===== src/rtl/slot_output_mixer.sv =====
// -----------------------------------------------------------------------------
// slot_output_mixer
//
// Reader side of the per-slot operator output memory. Once per sample frame it
// walks all slot entries through the memory's second read port, converts each
// sign+magnitude sample to two's complement, accumulates carrier outputs into
// separate melody and rhythm sums, and publishes a mixed audio sample with a
// one-clock valid strobe.
//
// Ports:
//   clk          clock
//   reset        asynchronous, active-high reset
//   clkena       clock enable; state advances only on enabled edges
//   start        frame start request (sampled on clkena cycles)
//   rhythm       rhythm-mode flag, latched when start is accepted
//   maddr        registered slot address to the output memory read port
//   mdata        read data: [9]=sign (1=negative), [8:0]=magnitude
//   melody_out   signed melody sum of the last completed frame
//   rhythm_out   signed rhythm sum of the last completed frame
//   mix_out      saturated melody_out + (rhythm_out <<< RHY_SHIFT)
//   sample_valid one-clk pulse when the outputs update
//   busy         high from start acceptance until sample_valid
//   overrun      sticky; set when start arrives while busy
// -----------------------------------------------------------------------------
module slot_output_mixer #(
    parameter int NSLOTS    = 18,
    parameter int ACC_W     = 14,
    parameter int OUT_W     = 14,
    parameter int RHY_SHIFT = 1
) (
    input  logic                    clk,
    input  logic                    reset,
    input  logic                    clkena,
    input  logic                    start,
    input  logic                    rhythm,
    output logic [4:0]              maddr,
    input  logic [9:0]              mdata,
    output logic signed [ACC_W-1:0] melody_out,
    output logic signed [ACC_W-1:0] rhythm_out,
    output logic signed [OUT_W-1:0] mix_out,
    output logic                    sample_valid,
    output logic                    busy,
    output logic                    overrun
);

    typedef enum logic [1:0] {
        S_IDLE,
        S_READ,
        S_DRAIN,
        S_PUBLISH
    } state_t;

    localparam logic [4:0] LAST_SLOT = 5'(NSLOTS - 1);
    localparam logic [4:0] PRE_LAST  = 5'(NSLOTS - 2);
    // First slot routed to the rhythm sum in rhythm mode (BD carrier).
    localparam logic [4:0] RHY_FIRST = 5'd13;

    // Wide enough for melody + shifted rhythm plus one guard bit.
    localparam int MIX_W = (((ACC_W + RHY_SHIFT + 1) > OUT_W) ? (ACC_W + RHY_SHIFT + 1) : OUT_W) + 1;
    localparam logic signed [MIX_W-1:0] SAT_MAX = {{(MIX_W - OUT_W + 1){1'b0}}, {(OUT_W - 1){1'b1}}};
    localparam logic signed [MIX_W-1:0] SAT_MIN = -SAT_MAX;

    state_t                  state_q,    state_d;
    logic [4:0]              maddr_q,    maddr_d;
    logic                    rhy_q,      rhy_d;
    // Slot-tag pipeline: tag0 = address just issued, tag1 = slot whose data is
    // on mdata now (two enabled cycles of read latency).
    logic                    tag0_vld_q, tag0_vld_d;
    logic [4:0]              tag0_q,     tag0_d;
    logic                    tag1_vld_q, tag1_vld_d;
    logic [4:0]              tag1_q,     tag1_d;
    logic signed [ACC_W-1:0] acc_mel_q,  acc_mel_d;
    logic signed [ACC_W-1:0] acc_rhy_q,  acc_rhy_d;
    logic signed [ACC_W-1:0] mel_out_q,  mel_out_d;
    logic signed [ACC_W-1:0] rhy_out_q,  rhy_out_d;
    logic signed [OUT_W-1:0] mix_q,      mix_d;
    logic                    valid_q,    valid_d;
    logic                    busy_q,     busy_d;
    logic                    overrun_q,  overrun_d;

    // Sign+magnitude to two's complement; negative zero naturally maps to 0.
    logic signed [ACC_W-1:0] mag_ext;
    logic signed [ACC_W-1:0] sample_val;
    assign mag_ext    = ACC_W'(mdata[8:0]);
    assign sample_val = mdata[9] ? -mag_ext : mag_ext;

    // Routing of the slot currently on mdata. In rhythm mode slots 13..17
    // (BD carrier, HH, SD, TOM, CYM) feed the rhythm sum; slot 12 (BD
    // modulator) falls through as an even slot and is dropped.
    logic to_rhy;
    logic to_mel;
    assign to_rhy = rhy_q && (tag1_q >= RHY_FIRST);
    assign to_mel = tag1_q[0] && !to_rhy;

    // Mix with saturation to the symmetric output range.
    logic signed [MIX_W-1:0] mel_wide;
    logic signed [MIX_W-1:0] rhy_wide;
    logic signed [MIX_W-1:0] mix_wide;
    logic signed [OUT_W-1:0] mix_sat;
    assign mel_wide = MIX_W'(acc_mel_q);
    assign rhy_wide = MIX_W'(acc_rhy_q);
    assign mix_wide = mel_wide + (rhy_wide <<< RHY_SHIFT);

    always_comb begin
        mix_sat = mix_wide[OUT_W-1:0];
        if (mix_wide > SAT_MAX) begin
            mix_sat = SAT_MAX[OUT_W-1:0];
        end else if (mix_wide < SAT_MIN) begin
            mix_sat = SAT_MIN[OUT_W-1:0];
        end
    end

    // NOTE: every next-state signal gets its hold value first so that no path
    // through the case statement leaves a signal unassigned (no latches).
    always_comb begin
        state_d    = state_q;
        maddr_d    = maddr_q;
        rhy_d      = rhy_q;
        tag0_vld_d = tag0_vld_q;
        tag0_d     = tag0_q;
        tag1_vld_d = tag1_vld_q;
        tag1_d     = tag1_q;
        acc_mel_d  = acc_mel_q;
        acc_rhy_d  = acc_rhy_q;
        mel_out_d  = mel_out_q;
        rhy_out_d  = rhy_out_q;
        mix_d      = mix_q;
        busy_d     = busy_q;
        overrun_d  = overrun_q;
        // The strobe drops on the next clk even when clkena is low.
        valid_d    = 1'b0;

        if (clkena) begin
            tag1_vld_d = tag0_vld_q;
            tag1_d     = tag0_q;
            tag0_vld_d = 1'b0;

            if (tag1_vld_q) begin
                if (to_mel) acc_mel_d = acc_mel_q + sample_val;
                if (to_rhy) acc_rhy_d = acc_rhy_q + sample_val;
            end

            if (start && busy_q) overrun_d = 1'b1;

            case (state_q)
                S_IDLE: begin
                    if (start) begin
                        rhy_d      = rhythm;
                        acc_mel_d  = '0;
                        acc_rhy_d  = '0;
                        maddr_d    = '0;
                        tag0_vld_d = 1'b1;
                        tag0_d     = '0;
                        busy_d     = 1'b1;
                        state_d    = S_READ;
                    end
                end
                S_READ: begin
                    maddr_d    = maddr_q + 5'd1;
                    tag0_vld_d = 1'b1;
                    tag0_d     = maddr_q + 5'd1;
                    if (maddr_q == PRE_LAST) state_d = S_DRAIN;
                end
                S_DRAIN: begin
                    // Leave once the last slot's data is being accumulated.
                    if (tag1_vld_q && (tag1_q == LAST_SLOT)) state_d = S_PUBLISH;
                end
                S_PUBLISH: begin
                    mel_out_d = acc_mel_q;
                    rhy_out_d = acc_rhy_q;
                    mix_d     = mix_sat;
                    valid_d   = 1'b1;
                    busy_d    = 1'b0;
                    state_d   = S_IDLE;
                end
                default: state_d = S_IDLE;
            endcase
        end
    end

    // NOTE: sequential state uses non-blocking assignments so every register
    // samples the pre-edge values, independent of statement order.
    always_ff @(posedge clk or posedge reset) begin
        if (reset) begin
            state_q    <= S_IDLE;
            maddr_q    <= '0;
            rhy_q      <= 1'b0;
            tag0_vld_q <= 1'b0;
            tag0_q     <= '0;
            tag1_vld_q <= 1'b0;
            tag1_q     <= '0;
            acc_mel_q  <= '0;
            acc_rhy_q  <= '0;
            mel_out_q  <= '0;
            rhy_out_q  <= '0;
            mix_q      <= '0;
            valid_q    <= 1'b0;
            busy_q     <= 1'b0;
            overrun_q  <= 1'b0;
        end else begin
            state_q    <= state_d;
            maddr_q    <= maddr_d;
            rhy_q      <= rhy_d;
            tag0_vld_q <= tag0_vld_d;
            tag0_q     <= tag0_d;
            tag1_vld_q <= tag1_vld_d;
            tag1_q     <= tag1_d;
            acc_mel_q  <= acc_mel_d;
            acc_rhy_q  <= acc_rhy_d;
            mel_out_q  <= mel_out_d;
            rhy_out_q  <= rhy_out_d;
            mix_q      <= mix_d;
            valid_q    <= valid_d;
            busy_q     <= busy_d;
            overrun_q  <= overrun_d;
        end
    end

    assign maddr        = maddr_q;
    assign melody_out   = mel_out_q;
    assign rhythm_out   = rhy_out_q;
    assign mix_out      = mix_q;
    assign sample_valid = valid_q;
    assign busy         = busy_q;
    assign overrun      = overrun_q;

endmodule


===== config.mk =====
export PLATFORM = sky130hd
export DESIGN_NAME = slot_output_mixer
export DESIGN_NICKNAME = d
export VERILOG_FILES = /design/src/rtl/slot_output_mixer.sv
export SDC_FILE = /design/constraint.sdc
export NUM_CORES = 1
export LEC_CHECK = 0
export CORE_AREA = 3 3 105 107
export CTS_CLUSTER_DIAMETER = 30
export DETAILED_ROUTE_END_ITERATION = 6
export DIE_AREA = 0 0 108 110
export PLACE_DENSITY = 0.78
export SLEW_MARGIN = 5
export SYNTH_ARGS = -nofsm -noshare
export SYNTH_HDL_FRONTEND = slang
export SYNTH_SLANG_ARGS = --single-unit

===== constraint.sdc =====
create_clock -name clk -period 8.5 [get_ports clk]
set_clock_uncertainty 0.1 [all_clocks]
set_input_delay 1.7 -clock clk [delete_from_list [all_inputs] [get_ports clk]]
set_output_delay 1.7 -clock clk [all_outputs]
set_load 0.02 [all_outputs]

After elaboration in Yosys (flattened, before gate mapping)
Cells that the tools add are included.
{"block": "word_totals", "reg_bits": 88}
{"block": "op_classes", "order_cmp": 3, "n_addsub": 5, "mux": 23, "n_reduce_logical": 14, "eq_ne": 8}
{"operator": "two-way mux 14 bit", "count": 11}
{"operator": "adder 14 bit", "count": 2}
{"operator": "adder 14 x 15 -> 16 bit", "count": 1}
{"operator": "> comparator 16 x 14 -> 1 bit (second input constant)", "count": 1}
{"operator": "< comparator 16 x 14 -> 1 bit (second input constant)", "count": 1}
{"operator": "negation 9 -> 14 bit", "count": 1}
{"operator": "equality test 5 bit (second input constant)", "count": 2}
{"operator": "one-hot mux 5 bit (2 select lines)", "count": 1}
{"operator": "AND reduction 3 bit", "count": 3}
{"operator": "one-hot mux 2 bit (4 select lines)", "count": 1}
{"operator": "two-way mux 2 bit", "count": 3}
{"operator": "!= test 2 bit (second input constant)", "count": 3}
{"operator": "adder 5 x 1 -> 5 bit (second input constant)", "count": 1}
{"operator": ">= comparator 5 x 4 -> 1 bit (second input constant)", "count": 1}
{"operator": "two-way mux 5 bit", "count": 1}
{"operator": "equality test 2 bit (second input constant)", "count": 2}
{"operator": "logical AND 1 bit", "count": 4}
{"operator": "two-way mux 1 bit", "count": 4}
{"operator": "one-hot mux 1 bit (2 select lines)", "count": 2}
{"operator": "AND reduction 2 bit", "count": 2}
{"operator": "AND reduction 4 bit", "count": 1}
{"operator": "nonzero test 2 bit", "count": 2}
{"operator": "equality test 2 x 1 -> 1 bit (second input constant)", "count": 1}
{"operator": "logical NOT 2 bit", "count": 1}
{"operator": "logical NOT 1 bit", "count": 1}

Longest topological paths before layout
Gate-level depths: netlist of run 1.
{"block": "logic_depth", "word_depth": 8, "mapped_depth": 15}

Worst setup path after synthesis of run 1
OpenSTA, ideal clock, no wires.
{"block": "synth_path", "path_kind": "input port to flip-flop", "from": "in mdata[2]", "to": "reg acc_rhy_q[13]", "cell_stages": 10, "setup_ps": 130, "t_arrival_ps": 4337, "setup_slack_ps": 3933, "path_buffers": 0, "required_time_ps": 8270, "cell_sequence": "or3_1 o31ai_1 inv_1 ha_1 and3_1 a2111oi_0 nor2_1 mux2i_1 xor2_1 nor2_1"}
{"block": "synth_between", "elab_chain_cells": 7}
{"item": "start: declaration", "line_no": "37", "text": "input logic [9:0] mdata,"}
{"item": "negation 9 -> 14 bit", "line_no": "85", "text": "assign sample_val = mdata[9] ? -mag_ext : mag_ext;"}
{"item": "two-way mux 14 bit *", "line_no": "85"}
{"item": "adder 14 bit *", "line_no": "140", "text": "if (to_rhy) acc_rhy_d = acc_rhy_q + sample_val;"}
{"item": "two-way mux 14 bit *", "line_no": "140"}
{"item": "two-way mux 14 bit *", "line_no": "138", "text": "if (tag1_vld_q) begin"}
{"item": "two-way mux 14 bit", "line_no": "147", "text": "if (start) begin"}
{"item": "two-way mux 14 bit *", "line_no": "145", "text": "case (state_q)"}
{"item": "end signal: assignment", "line_no": "209", "text": "acc_rhy_q <= acc_rhy_d;"}
{"item": "end: declaration", "line_no": "73", "text": "logic signed [ACC_W-1:0] acc_rhy_q, acc_rhy_d;"}
Mark *: on every way between the ends. The rest lies on a longest branch, timed or not.
A chain may end at the register's enable or synchronous reset.

Worst setup path in the final report of run 1
{"block": "layout_path", "from": "in mdata[0]", "to": "reg acc_rhy_q[13]"}
The elaborated chain is that of the path after synthesis.

==> results of run 1 <==
[placed cells by master (no fill, tap or decap), drive strengths merged, types with 3 or more instances in the layout]
cell	synthesis	routed
clkbuf	13	11
a221o	4	4
a21boi	3	3
a211o	4	4
nand2b	5	5
dfrtp	88	88
nor2	49	49
or2	3	3
o21a	6	6
nor3	10	10
o21ai	23	23
a211oi	4	4
a21o	12	12
a22o	18	18
mux2	34	34
buf	3	3
nand2	45	45
and2	3	3
or4	3	3
o211a	3	3
xnor2	25	25
a21oi	45	45
clkdlybuf4s50	0	64
nand3	12	12
clkinv	1	4
o31ai	15	15
inv	18	17
or3	6	6
nor4	5	5
xor2	16	16
a31oi	3	3
fa	3	3
and3	9	9
ha	51	51
nor2b	6	6
[per-layer routing]
layer / GRT usage, % / share of wire [%]
met4: 8.66 / 1.8
met1: 31.8 / 45
met3: 4.37 / 6.2
met5: 0 / 0
met2: 37.3 / 47
[how the worst min path moves through the flow]
stage,startpoint,to,slack [ns],depth (start not counted)
2_1_floorplan,tag0_vld_q,tag1_vld_q,0.38,1
3_3_place_gp,overrun,overrun,0.35,1
3_5_place_dp,overrun,overrun,0.37,1
4_1_cts,mix_out[4],mix_out[4],0.39,2
5_1_grt,overrun,overrun,0.41,1
6_report,overrun,overrun,0.38,1
[area by class of cell]
cell class	instances	area share (%)
multi-input combinational	447	49.7
timing repair buffer	67	10.1
sequential	88	33.4
inverter	19	1.10
tap	136	2.58
clock buffer	11	2.30
clock inverter	5	0.836
[flip-flops by register name, indices dropped and copies added (netlist names), 2 cells and up]
register / flops
acc_mel_q: 14
acc_rhy_q: 14
melody_out: 14
mix_out: 14
rhythm_out: 14
state_q: 2
tag0_q: 5
tag1_q: 5
[cells by family after synthesis]
logic type / count (synthesis) / synth area share, %
AO/OA/AOI/OAI: 152 / 18.2
buffers and inverters: 35 / 2.47
adder cells (fa/ha/maj): 54 / 12.4
multiplexers: 36 / 7.18
AND/OR/NAND/NOR: 164 / 14.1
flip-flops: 88 / 39.2
XOR/XNOR: 41 / 6.40
[power by group through the flow]
stage               logic (mW)  registers [mW]  clock network (mW)
global placement          1.24           0.730                   0
CTS                       1.31           0.730               0.309
finish                    1.31           0.732               0.303
floorplan                0.843           0.794                   0
detailed placement        1.29           0.737                   0
global route              1.45           0.755               0.328
[worst max-delay path, delay by kind of cell]
kind                     cells  cell delay (ns)
AND/OR/NAND/NOR              4             0.85
multiplexers                 1             0.20
buffers and inverters        2             0.68
adder cells (fa/ha/maj)      1             0.42
AO/OA/AOI/OAI                2             1.35
XOR/XNOR                     1             0.16
==> flow_metrics.env, run 1 <==
export IMPL_design_core_area_sq_mm=0.0102
export IMPL_power_mw=2.35
export IMPL_cts_sinks=88
export IMPL_clock_path_buffers=2
export IMPL_drtIter0Drc=263
export IMPL_synth_top_cell_area_share_pct=39.2
export IMPL_async_flop_share_pct=100
export IMPL_rows=37
export IMPL_drt_vias_per_instance=6.09
export IMPL_power_frac_clock_pct=12.9
export IMPL_gp_congestion=0.988
export IMPL_fin_tns_setup_ns=0
export IMPL_startpoint_type="input port"
export IMPL_initial_core_util_pct=54.9
export IMPL_fin_nets=701
export IMPL_ant_nets=0
export IMPL_ctsHoldBuffers=0
export IMPL_switching_share_pct=43.9
export IMPL_p_comb_share_pct=55.9
export IMPL_hpwl_microns=9800
export IMPL_timing_final_crit_share_pct=61.4
export IMPL_r2r_end="mix_out[8]"
export IMPL_dieArea_sq_mm=0.0119
export IMPL_routed_wirelength_microns=13200
export IMPL_maxCapViolations=0
export IMPL_ctsRootBufferMaster="clkbuf_8"
export IMPL_ys_ff_latch=88
export IMPL_multi_input_area_sq_mm=0.00327
export IMPL_dpl_cell_count=757
export IMPL_grt_max_degree=89
export IMPL_fillers=818
export IMPL_ir_drop_uv=192
export IMPL_area_growth_pct=17.3
export IMPL_startpoint="mdata[0]"
export IMPL_die_w_microns=108
export IMPL_synthFlopType="dfrtp_1"
export IMPL_synth_edf_count=0
export IMPL_crit_slowest_cell="o31ai_1"
export IMPL_slew_headroom_pct=27.9
export IMPL_synth_area_per_cell_sq_um=9.85
export IMPL_grt_pass1_wl_microns=22000
export IMPL_worst_hold_path_type="register to register"
export IMPL_cts_buffers_inserted=9
export IMPL_synthCells=570
export IMPL_syn_area_sq_mm=0.00561
export IMPL_yosysTopAreaCell="dfrtp_1"
export IMPL_p_leak_nw=3.11
export IMPL_hold_violations=0
export IMPL_fin_area_sq_mm=0.00659
export IMPL_timing_fmax_mhz=192
export IMPL_firstDrtPassIters=5
export IMPL_antenna_found_initial=0
export IMPL_final_setup_worst_slack_ns=3.28
export IMPL_path_cells="clkdlybuf4s50_1, or3_1, o31ai_1, inv_1, ha_1, and3_1, a2111oi_0, nor2_1, mux2i_1, xor2_1, nor2_1"
export IMPL_critPathMaxFanout=7
export IMPL_clk_pin_slew_ns=0.08
export IMPL_track_usage_pct=23.3
export IMPL_crit_path_frequent_cell="nor2_1"
export IMPL_internal_power_mw=1.32
export IMPL_vias=4705
export IMPL_worst_pin_slew_ns=1.08
export IMPL_cts_setup_buffers=0
export IMPL_power_density_mw_per_mm2=357
export IMPL_final_cells=773
export IMPL_seqPwrFrac_pct=31.1
export IMPL_holdWs_ns=0.381
export IMPL_drive_above_1_share_pct=9.58
export IMPL_reg2reg_slack_ns=4.67
export IMPL_seq_area_frac_synth_pct=39.2
export IMPL_pin_count=65
export IMPL_synth_area_leaders="dfrtp_1 39%, ha_1 11%, mux2_2 6.8%, a21oi_1 4.0%, xnor2_1 3.9%"
export IMPL_postLayoutCoreUtil_pct=64.4
export IMPL_place_area_sq_mm=0.00638
export IMPL_post_route_min_period_ns=5.22
export IMPL_max_stage_delay_ns=0.91
export IMPL_cp_arrival_ns=5.36
export IMPL_port_buffers=64
export IMPL_cts_tree="built"
export IMPL_ys_types=53
export IMPL_synth_most_common_cell="dfrtp_1"
export IMPL_rsz0062_at_grt="no"
export IMPL_setup_viol=0
export IMPL_path_class="input port to register"
export IMPL_clk_latency_ns=0.37
export IMPL_syn_num_nets=639
export IMPL_status="finished clean"
export IMPL_routedWlPerCell_microns=17.0
export IMPL_cts_resized=0
export IMPL_grt_pass1_vias=4559
export IMPL_place_ws_ns=2.96
export IMPL_htreeDepth=3
export IMPL_yosys_warnings=0
export IMPL_synth_commonest_cells="88 x dfrtp_1, 51 x ha_1, 49 x nor2_1, 45 x a21oi_1, 45 x nand2_1"
export IMPL_grt_overflow_total=0
export IMPL_critPathCapture="acc_rhy_q[13]"
export IMPL_drc=0
export IMPL_switchingPower_mw=1.03
export IMPL_slew_viol_final=0
export IMPL_diodes=0
export IMPL_crit_reg2reg_launch="acc_mel_q[1]"
export IMPL_cp_end_kind="register"
export IMPL_cp_required_ns=8.64
export IMPL_ff2ff_path_depth=9
export IMPL_die_h_microns=110
export IMPL_area_sequential_sq_mm=0.00220
No activity file was read; power rests on OpenSTA's default activity.
==> run 2, diff against run 1 <==
--- a/config.mk
+++ b/config.mk
@@ -5,11 +5,11 @@
 export SDC_FILE = /design/constraint.sdc
 export NUM_CORES = 1
 export LEC_CHECK = 0
-export CORE_AREA = 3 3 105 107
+export CORE_AREA = 3 3 109 111
 export CTS_CLUSTER_DIAMETER = 30
 export DETAILED_ROUTE_END_ITERATION = 6
-export DIE_AREA = 0 0 108 110
-export PLACE_DENSITY = 0.78
+export DIE_AREA = 0 0 112 114
+export PLACE_DENSITY = 0.76
 export SLEW_MARGIN = 5
 export SYNTH_ARGS = -nofsm -noshare
 export SYNTH_HDL_FRONTEND = slang
==> constraint.sdc (replaced) <==
create_clock -name clk -period 4.2 [get_ports clk]
set_clock_uncertainty 0.1 [all_clocks]
set_input_delay 0.84 -clock clk [delete_from_list [all_inputs] [get_ports clk]]
set_output_delay 0.84 -clock clk [all_outputs]
set_load 0.02 [all_outputs]
==> run 2 against run 1 <==
Combinational power grew 110%. First-iteration DRC count shrank 18%. Count of clock-buffer cells in the layout grew 1. Largest cell class unchanged. Highest routed layer unchanged.
==> flow_metrics.env, run 2 (synthesized netlist as in run 1, its figures left out) <==
export IMPL_layout_common_cells="88 x dfrtp_1, 64 x clkdlybuf4s50_1, 51 x ha_1"
export IMPL_drive_above_1_share_pct=12.1
export IMPL_critPathMaxFanout=6
export IMPL_power_mw=4.80
export IMPL_routed_wirelength_microns=13300
export IMPL_die_w_microns=112
export IMPL_port_buffers=64
export IMPL_internal_power_mw=2.73
export IMPL_fin_nets=719
export IMPL_path_class="input port to register"
export IMPL_p_comb_share_pct=56.4
export IMPL_pin_count=65
export IMPL_htreeDepth=3
export IMPL_layout_cells_most_common="dfrtp_1"
export IMPL_power_density_mw_per_mm2=710
export IMPL_switching_share_pct=43.1
export IMPL_cp_required_ns=4.33
export IMPL_post_route_min_period_ns=3.97
export IMPL_design_core_area_sq_mm=0.0109
export IMPL_track_usage_pct=21.1
export IMPL_timing_fmax_mhz=252
export IMPL_hold_violations=0
export IMPL_seqPwrFrac_pct=30.8
export IMPL_cts_buffers_inserted=9
export IMPL_rsz0062_at_grt="no"
export IMPL_area_growth_pct=20.4
export IMPL_ctsHoldBuffers=0
export IMPL_clock_path_buffers=2
export IMPL_initial_core_util_pct=51.6
export IMPL_cts_setup_buffers=0
export IMPL_worst_hold_path_type="register to register"
export IMPL_diodes=0
export IMPL_routedWlPerCell_microns=16.7
export IMPL_drt_vias_per_instance=5.86
export IMPL_dieArea_sq_mm=0.0128
export IMPL_maxCapViolations=0
export IMPL_fillers=893
export IMPL_startpoint_type="input port"
export IMPL_clk_pin_slew_ns=0.09
export IMPL_vias=4653
export IMPL_switchingPower_mw=2.07
export IMPL_slew_headroom_pct=43.5
export IMPL_cp_arrival_ns=4.09
export IMPL_p_leak_nw=3.22
export IMPL_drtIter0Drc=216
export IMPL_firstDrtPassIters=4
export IMPL_grt_max_degree=46
export IMPL_die_h_microns=114
export IMPL_cts_resized=0
export IMPL_grt_pass1_vias=4696
export IMPL_clk_latency_ns=0.36
export IMPL_status="finished clean"
export IMPL_ir_drop_uv=406
export IMPL_gp_congestion=0.887
export IMPL_place_ws_ns=-0.219
export IMPL_holdWs_ns=0.386
export IMPL_grt_overflow_total=0
export IMPL_slew_viol_final=0
export IMPL_rows=38
export IMPL_setup_viol=0
export IMPL_final_setup_worst_slack_ns=0.234
export IMPL_power_frac_clock_pct=12.9
export IMPL_grt_pass1_wl_microns=22000
export IMPL_antenna_found_initial=0
export IMPL_cp_end_kind="register"
export IMPL_ctsRootBufferMaster="clkbuf_8"
export IMPL_drc=0
export IMPL_cts_tree="built"
export IMPL_timing_final_crit_share_pct=94.4
export IMPL_hpwl_microns=10300
export IMPL_cts_sinks=88
export IMPL_worst_pin_slew_ns=0.844
export IMPL_ant_nets=0
-- run 2: cell count changes in the layout (fill, tap and decap cells not counted), sizes merged --
cell and change:
buf +18, clkbuf +1, clkinvlp -2
-- run 2: power groups by stage --
stage	logic, mW	registers [mW]	clock network, mW
final	2.70	1.47	0.616
after global routing	2.98	1.52	0.667
after CTS	2.70	1.48	0.629
after detailed placement	2.68	1.49	0
after global placement	2.60	1.47	0
after floorplan	1.71	1.61	0
-- run 2: critical path, stage by stage --
cell,delay [ns]
clkdlybuf4s50_1,0.43
or3_1,0.36
or2_2,0.33
or3_1,0.34
nand2_1,0.09
xnor2_1,0.15
ha_1,0.34
and3_1,0.23
a2111oi_2,0.40
nor2_1,0.13
mux2i_1,0.22
xor2_1,0.18
nor2_1,0.05
-- run 2: stage by stage --
step                setup TNS [ns]  cells  utilization (%)  cell area, sq um
global route                     0    794             62.1              6760
finish                           0    794             62.1              6760
floorplan                        0    570                -              5610
detailed placement          -0.269    779             60.1              6550
CTS                              0    794             62.0              6750
global placement           -0.0306    779             60.1              6550
-- run 2: final timing paths --
| check | startpoint | to | slack (ns) | cells after the start |
|---|---|---|---|---|
| max in group asynchronous | reset | melody_out[0] | 2.51 | 3 |
| min reg2reg | overrun | overrun | 0.39 | 1 |
| max reg2reg | acc_mel_q[1] | mix_out[2] | 0.29 | 9 |
| min in group asynchronous | reset | tag0_q[2] | 0.81 | 2 |
| max | mdata[5] | acc_rhy_q[13] | 0.23 | 13 |
| min | overrun | overrun | 0.39 | 1 |
-- run 2: cell type report --
| type | count | area, sq um | area share [%] |
|---|---|---|---|
| clock buffers | 12 | 165 | 2.44 |
| clock inverters | 3 | 40.0 | 0.592 |
| repair buffers | 85 | 823 | 12.2 |
| well taps | 140 | 175 | 2.59 |
| flip-flops and latches | 88 | 2200 | 32.6 |
| inverters | 19 | 72.6 | 1.07 |
| multi-input cells | 447 | 3280 | 48.5 |
-- run 2: per-layer routing --
layer  wire [microns]  vias to the layer above  global-route usage (%)
li1                 -                     2238                       -
met2             6630                      125                    37.7
met5                0                        -                       0
met4              231                        0                    6.33
met3              781                       20                    3.98
met1             5620                     2270                    26.2
==> run 3, diff against run 2 <==
--- a/config.mk
+++ b/config.mk
@@ -5,12 +5,12 @@
 export SDC_FILE = /design/constraint.sdc
 export NUM_CORES = 1
 export LEC_CHECK = 0
+export ABC_CLOCK_PERIOD_IN_PS = 4200
 export CORE_AREA = 3 3 109 111
 export CTS_CLUSTER_DIAMETER = 30
 export DETAILED_ROUTE_END_ITERATION = 6
 export DIE_AREA = 0 0 112 114
 export PLACE_DENSITY = 0.76
-export SLEW_MARGIN = 5
 export SYNTH_ARGS = -nofsm -noshare
 export SYNTH_HDL_FRONTEND = slang
 export SYNTH_SLANG_ARGS = --single-unit
==> results of run 3 <==
Final layout, timing and power as in run 2 (identical DEF).
